`src/rtl/range_finder_multi_if.sv`:
```
// Bundle between the multi-echo range counter and its sensor / downstream side.
// meas_valid rises when a shot result is ready and stays high, with the result
// stable, until a cycle where meas_ready is also high; the transfer happens in
// that cycle and meas_valid drops on the following edge.
interface range_finder_multi_if #(
  parameter int WIDTH  = 8,
  parameter int N_ECHO = 4
);
  localparam int CW = $clog2(N_ECHO + 1);

  logic                    em_sensor;
  logic                    rec_sensor;
  logic [WIDTH-1:0]        min_range;
  logic [WIDTH-1:0]        max_range;
  logic [N_ECHO*WIDTH-1:0] echo_range;
  logic [CW-1:0]           echo_cnt;
  logic                    no_echo;
  logic                    meas_valid;
  logic                    meas_ready;
  logic                    busy;
  logic                    shot_drop;

  modport master (
    output em_sensor, rec_sensor, min_range, max_range, meas_ready,
    input  echo_range, echo_cnt, no_echo, meas_valid, busy, shot_drop
  );

  modport slave (
    input  em_sensor, rec_sensor, min_range, max_range, meas_ready,
    output echo_range, echo_cnt, no_echo, meas_valid, busy, shot_drop
  );
endinterface

```
`src/rtl/range_finder_multi.sv`:
```
// Multi-echo laser range counter: synchronises em/rec sensor pins, counts from
// the em edge and captures up to N_ECHO rec edges per shot, then holds the result.
module range_finder_multi #(
  parameter int WIDTH       = 8,
  parameter int N_ECHO      = 4,
  parameter int SYNC_STAGES = 2
) (
  input  logic                   clk,
  input  logic                   rst_n,
  range_finder_multi_if.slave    bus,
  output logic [1:0]             state_dbg
);
  localparam int CW = $clog2(N_ECHO + 1);

  typedef enum logic [1:0] {
    IDLE  = 2'd0,
    COUNT = 2'd1,
    HOLD  = 2'd2
  } state_t;

  state_t state, state_nxt;

  logic [SYNC_STAGES-1:0] em_sync, rec_sync;
  logic                   em_q, rec_q, em_p, rec_p;

  logic [WIDTH-1:0] cnt, min_lat, max_lat;
  logic [WIDTH-1:0] slots [N_ECHO];
  logic [CW-1:0]    echo_cnt;
  logic             no_echo;
  logic             cap, last_cap, done;

  // Synchroniser chain, then a registered rising-edge pulse per sensor.
  always_ff @(posedge clk or negedge rst_n) begin
    if (!rst_n) begin
      em_sync  <= '0;
      rec_sync <= '0;
      em_q     <= 1'b0;
      rec_q    <= 1'b0;
      em_p     <= 1'b0;
      rec_p    <= 1'b0;
    end else begin
      em_sync  <= {em_sync[SYNC_STAGES-2:0], bus.em_sensor};
      rec_sync <= {rec_sync[SYNC_STAGES-2:0], bus.rec_sensor};
      em_q     <= em_sync[SYNC_STAGES-1];
      rec_q    <= rec_sync[SYNC_STAGES-1];
      em_p     <= em_sync[SYNC_STAGES-1] & ~em_q;
      rec_p    <= rec_sync[SYNC_STAGES-1] & ~rec_q;
    end
  end

  always_comb begin
    cap      = (state == COUNT) && rec_p && (cnt >= min_lat) && (echo_cnt < CW'(N_ECHO));
    last_cap = cap && (echo_cnt == CW'(N_ECHO - 1));
    done     = (state == COUNT) && ((cnt == max_lat) || last_cap);
  end

  always_ff @(posedge clk or negedge rst_n) begin
    if (!rst_n) begin
      state <= IDLE;
    end else begin
      state <= state_nxt;
    end
  end

  always_comb begin
    state_nxt = state;
    case (state)
      IDLE:    if (em_p) state_nxt = COUNT;
      COUNT:   if (done) state_nxt = HOLD;
      HOLD:    if (bus.meas_ready) state_nxt = IDLE;
      default: state_nxt = IDLE;
    endcase
  end

  always_comb begin
    state_dbg      = state;
    bus.busy       = (state != IDLE);
    bus.meas_valid = (state == HOLD);
    bus.shot_drop  = em_p && (state != IDLE);
  end

  // cnt stops on the exit cycle, so it never wraps past max_lat.
  always_ff @(posedge clk or negedge rst_n) begin
    if (!rst_n) begin
      cnt      <= '0;
      min_lat  <= '0;
      max_lat  <= '0;
      echo_cnt <= '0;
      no_echo  <= 1'b0;
      for (int i = 0; i < N_ECHO; i++) slots[i] <= '0;
    end else if (state == IDLE) begin
      if (em_p) begin
        cnt      <= WIDTH'(1);
        min_lat  <= bus.min_range;
        max_lat  <= (bus.max_range == '0) ? '1 : bus.max_range;
        echo_cnt <= '0;
        no_echo  <= 1'b0;
        for (int i = 0; i < N_ECHO; i++) slots[i] <= '0;
      end
    end else if (state == COUNT) begin
      if (cap) begin
        for (int i = 0; i < N_ECHO; i++) begin
          if (echo_cnt == CW'(i)) slots[i] <= cnt;
        end
        echo_cnt <= echo_cnt + CW'(1);
      end
      if (done) begin
        no_echo <= (echo_cnt == '0) && !cap;
      end else begin
        cnt <= cnt + WIDTH'(1);
      end
    end
  end

  always_comb begin
    bus.echo_range = '0;
    for (int i = 0; i < N_ECHO; i++) bus.echo_range[i*WIDTH +: WIDTH] = slots[i];
    bus.echo_cnt = echo_cnt;
    bus.no_echo  = no_echo;
  end
endmodule

```
`src/flat_wrapper.sv`:
```
// flat-port wrapper written by rule: the top's interface ports become plain ports
module range_finder_multi_flat 
#(
  parameter int WIDTH       = 8,
  parameter int N_ECHO      = 4,
  parameter int SYNC_STAGES = 2
)
  (clk, rst_n, state_dbg, bus_em_sensor, bus_rec_sensor, bus_min_range, bus_max_range, bus_meas_ready, bus_echo_range, bus_echo_cnt, bus_no_echo, bus_meas_valid, bus_busy, bus_shot_drop);
  range_finder_multi_if #(.WIDTH(WIDTH), .N_ECHO(N_ECHO)) bus_i ();
  input  logic clk;
  input  logic rst_n;
  output logic [1:0] state_dbg;
  input wire logic [$bits(bus_i.em_sensor)-1:0] bus_em_sensor;
  input wire logic [$bits(bus_i.rec_sensor)-1:0] bus_rec_sensor;
  input wire logic [$bits(bus_i.min_range)-1:0] bus_min_range;
  input wire logic [$bits(bus_i.max_range)-1:0] bus_max_range;
  input wire logic [$bits(bus_i.meas_ready)-1:0] bus_meas_ready;
  output wire logic [$bits(bus_i.echo_range)-1:0] bus_echo_range;
  output wire logic [$bits(bus_i.echo_cnt)-1:0] bus_echo_cnt;
  output wire logic [$bits(bus_i.no_echo)-1:0] bus_no_echo;
  output wire logic [$bits(bus_i.meas_valid)-1:0] bus_meas_valid;
  output wire logic [$bits(bus_i.busy)-1:0] bus_busy;
  output wire logic [$bits(bus_i.shot_drop)-1:0] bus_shot_drop;
  assign bus_i.em_sensor = bus_em_sensor;
  assign bus_i.rec_sensor = bus_rec_sensor;
  assign bus_i.min_range = bus_min_range;
  assign bus_i.max_range = bus_max_range;
  assign bus_i.meas_ready = bus_meas_ready;
  assign bus_echo_range = bus_i.echo_range;
  assign bus_echo_cnt = bus_i.echo_cnt;
  assign bus_no_echo = bus_i.no_echo;
  assign bus_meas_valid = bus_i.meas_valid;
  assign bus_busy = bus_i.busy;
  assign bus_shot_drop = bus_i.shot_drop;
  range_finder_multi #(.WIDTH(WIDTH), .N_ECHO(N_ECHO), .SYNC_STAGES(SYNC_STAGES)) u_core (.clk(clk), .rst_n(rst_n), .bus(bus_i), .state_dbg(state_dbg));
endmodule
```
`config.mk`:
```
export PLATFORM = sky130hd
export DESIGN_NAME = range_finder_multi_flat
export DESIGN_NICKNAME = d
export VERILOG_FILES = /design/src/rtl/range_finder_multi_if.sv /design/src/rtl/range_finder_multi.sv /design/src/flat_wrapper.sv
export SDC_FILE = /design/constraint.sdc
export NUM_CORES = 1
export LEC_CHECK = 0
export BUFFER_PORTS_ARGS = -buffer_cell sky130_fd_sc_hd__buf_2
export CAP_MARGIN = 20
export CORE_ASPECT_RATIO = 1.25
export CORE_MARGIN = 2
export CORE_UTILIZATION = 60
export CTS_BUF_LIST = sky130_fd_sc_hd__clkbuf_4
export DETAILED_ROUTE_END_ITERATION = 10
export PLACE_DENSITY = 0.85
export SLEW_MARGIN = 30
export SYNTH_ARGS = -nofsm -noshare
export SYNTH_HDL_FRONTEND = slang
export SYNTH_SLANG_ARGS = --single-unit
```
`constraint.sdc`:
```
create_clock -name clk -period 3.5 [get_ports clk]
set_clock_uncertainty 0.15 [all_clocks]
set_input_delay 0.7 -clock clk [delete_from_list [all_inputs] [get_ports clk]]
set_output_delay 0.7 -clock clk [all_outputs]
set_load 0.05 [all_outputs]
```
==> summary.json <==
{
  "outcome": "completed",
  "synth_async_sr_flop_share": 1.00,
  "drtPass1Iterations": 5,
  "timing.final.crit_period_ps": 2710,
  "setup-tns-final_ps": 0,
  "grt_antenna_before_repair": 0,
  "layout-drive-gt1-share": 0.247,
  "timing.setup.critical_path_class": "reg -> out",
  "drt_drc_violations_left": 0,
  "synth_largest_type_area_fraction": 0.532,
  "post-cts-setup-buffers": 0,
  "crit_arrival_ps": 1860,
  "clkSinkCount": 70,
  "power.static_leakage_nw": 1.97,
  "cts-buffers-inserted": 9,
  "synth_top_flop_cell": "sky130_fd_sc_hd__dfrtp_1",
  "cap_violations": 0,
  "routabilityCongestion": 0.876,
  "routed_wire_length_per_instance_um": 15.8,
  "synth_area_um2": 3290,
  "netlist-cell-type-count": 43,
  "timing.max_slew.rel_slack": 0.566,
  "final.fill_count": 408,
  "dp.final_hpwl_um": 5110,
  "maxClockFrequency_ghz": 0.369,
  "numPlacedInstances": 417,
  "routed_via_density": 5.55,
  "die_area_um2": 6100,
  "first_global_vias": 2450,
  "drt_iter0_markers": 199,
  "synth_seq_area_share": 0.532,
  "peakVddDrop_mv": 0.430,
  "syn-instance-count": 300,
  "yosys.area.top_type": "sky130_fd_sc_hd__dfrtp_1",
  "vias": 2404,
  "post_cts_resize_count": 0,
  "timing_hold_violations_final": 0,
  "setup_violations": 0,
  "synth-warning-count": 0,
  "ys_seq_elements": 70,
  "cts.clk_slew.worst_paths_ps": 120,
  "clock_latency_late_sink_ps": 430,
  "post_synth.cell_area_avg_um2": 11.0,
  "fp-row-count": 30,
  "instances_no_fill": 433,
  "grt_first_pass_wirelength_um": 11500,
  "number_of_synthesized_flops_with_an_enable_pin": 0,
  "antenna-diode-count": 0,
  "layout.nets": 399,
  "route.final.wire_length_um": 6830,
  "ctsHtreeMaxLevel": 3,
  "rsz0062_at_grt": "false",
  "final_max_slew_viol_count": 0,
  "holdWs_ps": 73.3,
  "worst_setup_start_kind": "flop",
  "final_core_utilization": 0.707,
  "layout_worst_path_cycle_share": 0.775,
  "syn_to_final_growth_pct": 15.2,
  "setup.worst_path.end_class": "primary output",
  "width_of_the_chip_um": 70.3,
  "critical_path_required_ps": 2650,
  "mappedNetlistNets": 335,
  "synth.top_cells.by_count": "sky130_fd_sc_hd__dfrtp_1, sky130_fd_sc_hd__nand2_1, sky130_fd_sc_hd__mux2i_1",
  "critical_path_peak_fanout": 12,
  "power-per-cell-area_nw_per_um2": 771,
  "port_buffers": 61,
  "grt_use_total": 0.247,
  "largest_net_degree_at_the_start_of_global_routing": 27,
  "drtAntennaViolNets": 0,
  "io_pins": 62,
  "tritoncts_clock_tree": "built",
  "clock_tree.root_cell": "sky130_fd_sc_hd__clkbuf_4",
  "synth.top_cells.by_area": "sky130_fd_sc_hd__dfrtp_1, sky130_fd_sc_hd__mux2i_1, sky130_fd_sc_hd__nand2_1, sky130_fd_sc_hd__ha_1, sky130_fd_sc_hd__o21ai_0",
  "coreArea_um2": 5370,
  "post-synth-top-count-cell": "sky130_fd_sc_hd__dfrtp_1",
  "worst_min_path_class": "in -> async",
  "initial_core_utilization": 0.613,
  "clockBufferDepth": 2,
  "chip_height_um": 86.8,
  "tightest_slew_ps": 651,
  "grt_overflow_total": 0,
  "post_cts_hold_buffer_count": 0
}
-- kinds of logic after synthesis --
group           share of synthesized area
simple gates                        0.165
flops                               0.532
compound gates                      0.106
buf+inv                            0.0384
mux                                0.0791
fa+ha+maj                          0.0532
xor+xnor                           0.0266
-- critical path, cell delays in order, from the launching register on --
cell                      delay [ps]
sky130_fd_sc_hd__dfrtp_1         550
sky130_fd_sc_hd__nor2_1          120
sky130_fd_sc_hd__inv_1           300
sky130_fd_sc_hd__and2_1          190
sky130_fd_sc_hd__buf_2           260
-- per-layer routing --
layer / share of wire / track usage / wire (um)
met1: 0.42 / 0.305 / 2860
met2: 0.51 / 0.415 / 3500
met3: 0.047 / 0.0465 / 320
met4: 0.022 / 0.124 / 150
met5: 0 / 0 / 0
-- flip-flops by register name, summed over array words and instances (netlist names), 2 cells and up --
register	count
u_core.bus.echo_range	32
u_core.cnt	8
u_core.max_lat	8
u_core.min_lat	8
u_core.bus.echo_cnt	3
u_core.em_sync	2
u_core.rec_sync	2
u_core.state_dbg	2
-- final timing paths --
check,start,slack (ps),cells past startpoint,to
setup reg to reg,u_core.cnt[0],1000,8,u_core.bus.echo_range[20]
setup / recovery,u_core.state_dbg[0],790,4,bus_shot_drop
hold reg to reg,u_core.em_sync[0],210,0,u_core.em_sync[1]
max in group asynchronous,rst_n,2400,2,u_core.bus.echo_range[10]
min in group clk,u_core.em_sync[0],210,0,u_core.em_sync[1]
hold / removal,rst_n,70,1,u_core.bus.no_echo
-- cells in the final DEF (no fill, tap or decap), drive strengths merged, types with 2 or more instances in the layout --
| master | synthesis | layout |
|---|---|---|
| dfrtp | 70 | 70 |
| clkinv | 0 | 4 |
| nand2b | 2 | 2 |
| nor4 | 4 | 4 |
| mux2i | 26 | 26 |
| ha | 14 | 14 |
| nor2 | 7 | 7 |
| bufinv | 0 | 2 |
| buf | 5 | 65 |
| o31ai | 2 | 2 |
| nand4 | 2 | 2 |
| o22a | 8 | 8 |
| o21ai | 24 | 24 |
| o21a | 2 | 2 |
| clkbuf | 7 | 9 |
| xor2 | 8 | 8 |
| and3 | 6 | 6 |
| xnor2 | 2 | 2 |
| inv | 15 | 15 |
| nand2 | 55 | 55 |
| nand3 | 19 | 19 |
| nor2b | 3 | 3 |
| and2 | 4 | 4 |
| a21oi | 4 | 4 |
-- area by class of cell --
type	instances	area [um2]	area share
clock inverters	7	88.8	0.0234
repair buffers	65	335	0.0884
well taps	64	80.1	0.0211
multi-input cells	203	1410	0.373
inverters	15	56.3	0.0148
flip-flops and latches	70	1750	0.462
clock buffers	9	67.6	0.0178
-- stage by stage --
step	worst slack (ps)	cell area (um2)	power [W]
2_1_floorplan	519	3290	0.00210
3_3_place_gp	1110	3640	0.00233
3_5_place_dp	1000	3640	0.00238
4_1_cts	816	3790	0.00294
5_1_grt	709	3790	0.00311
6_report	789	3790	0.00293
-- power by group --
group	switching [W]	internal [W]	total [W]
Clock	0.000286	0.000285	0.000571
Combinational	0.000763	0.000412	0.00117
Sequential	0.000179	0.00100	0.00118
Power figures use the tool's default switching activity.
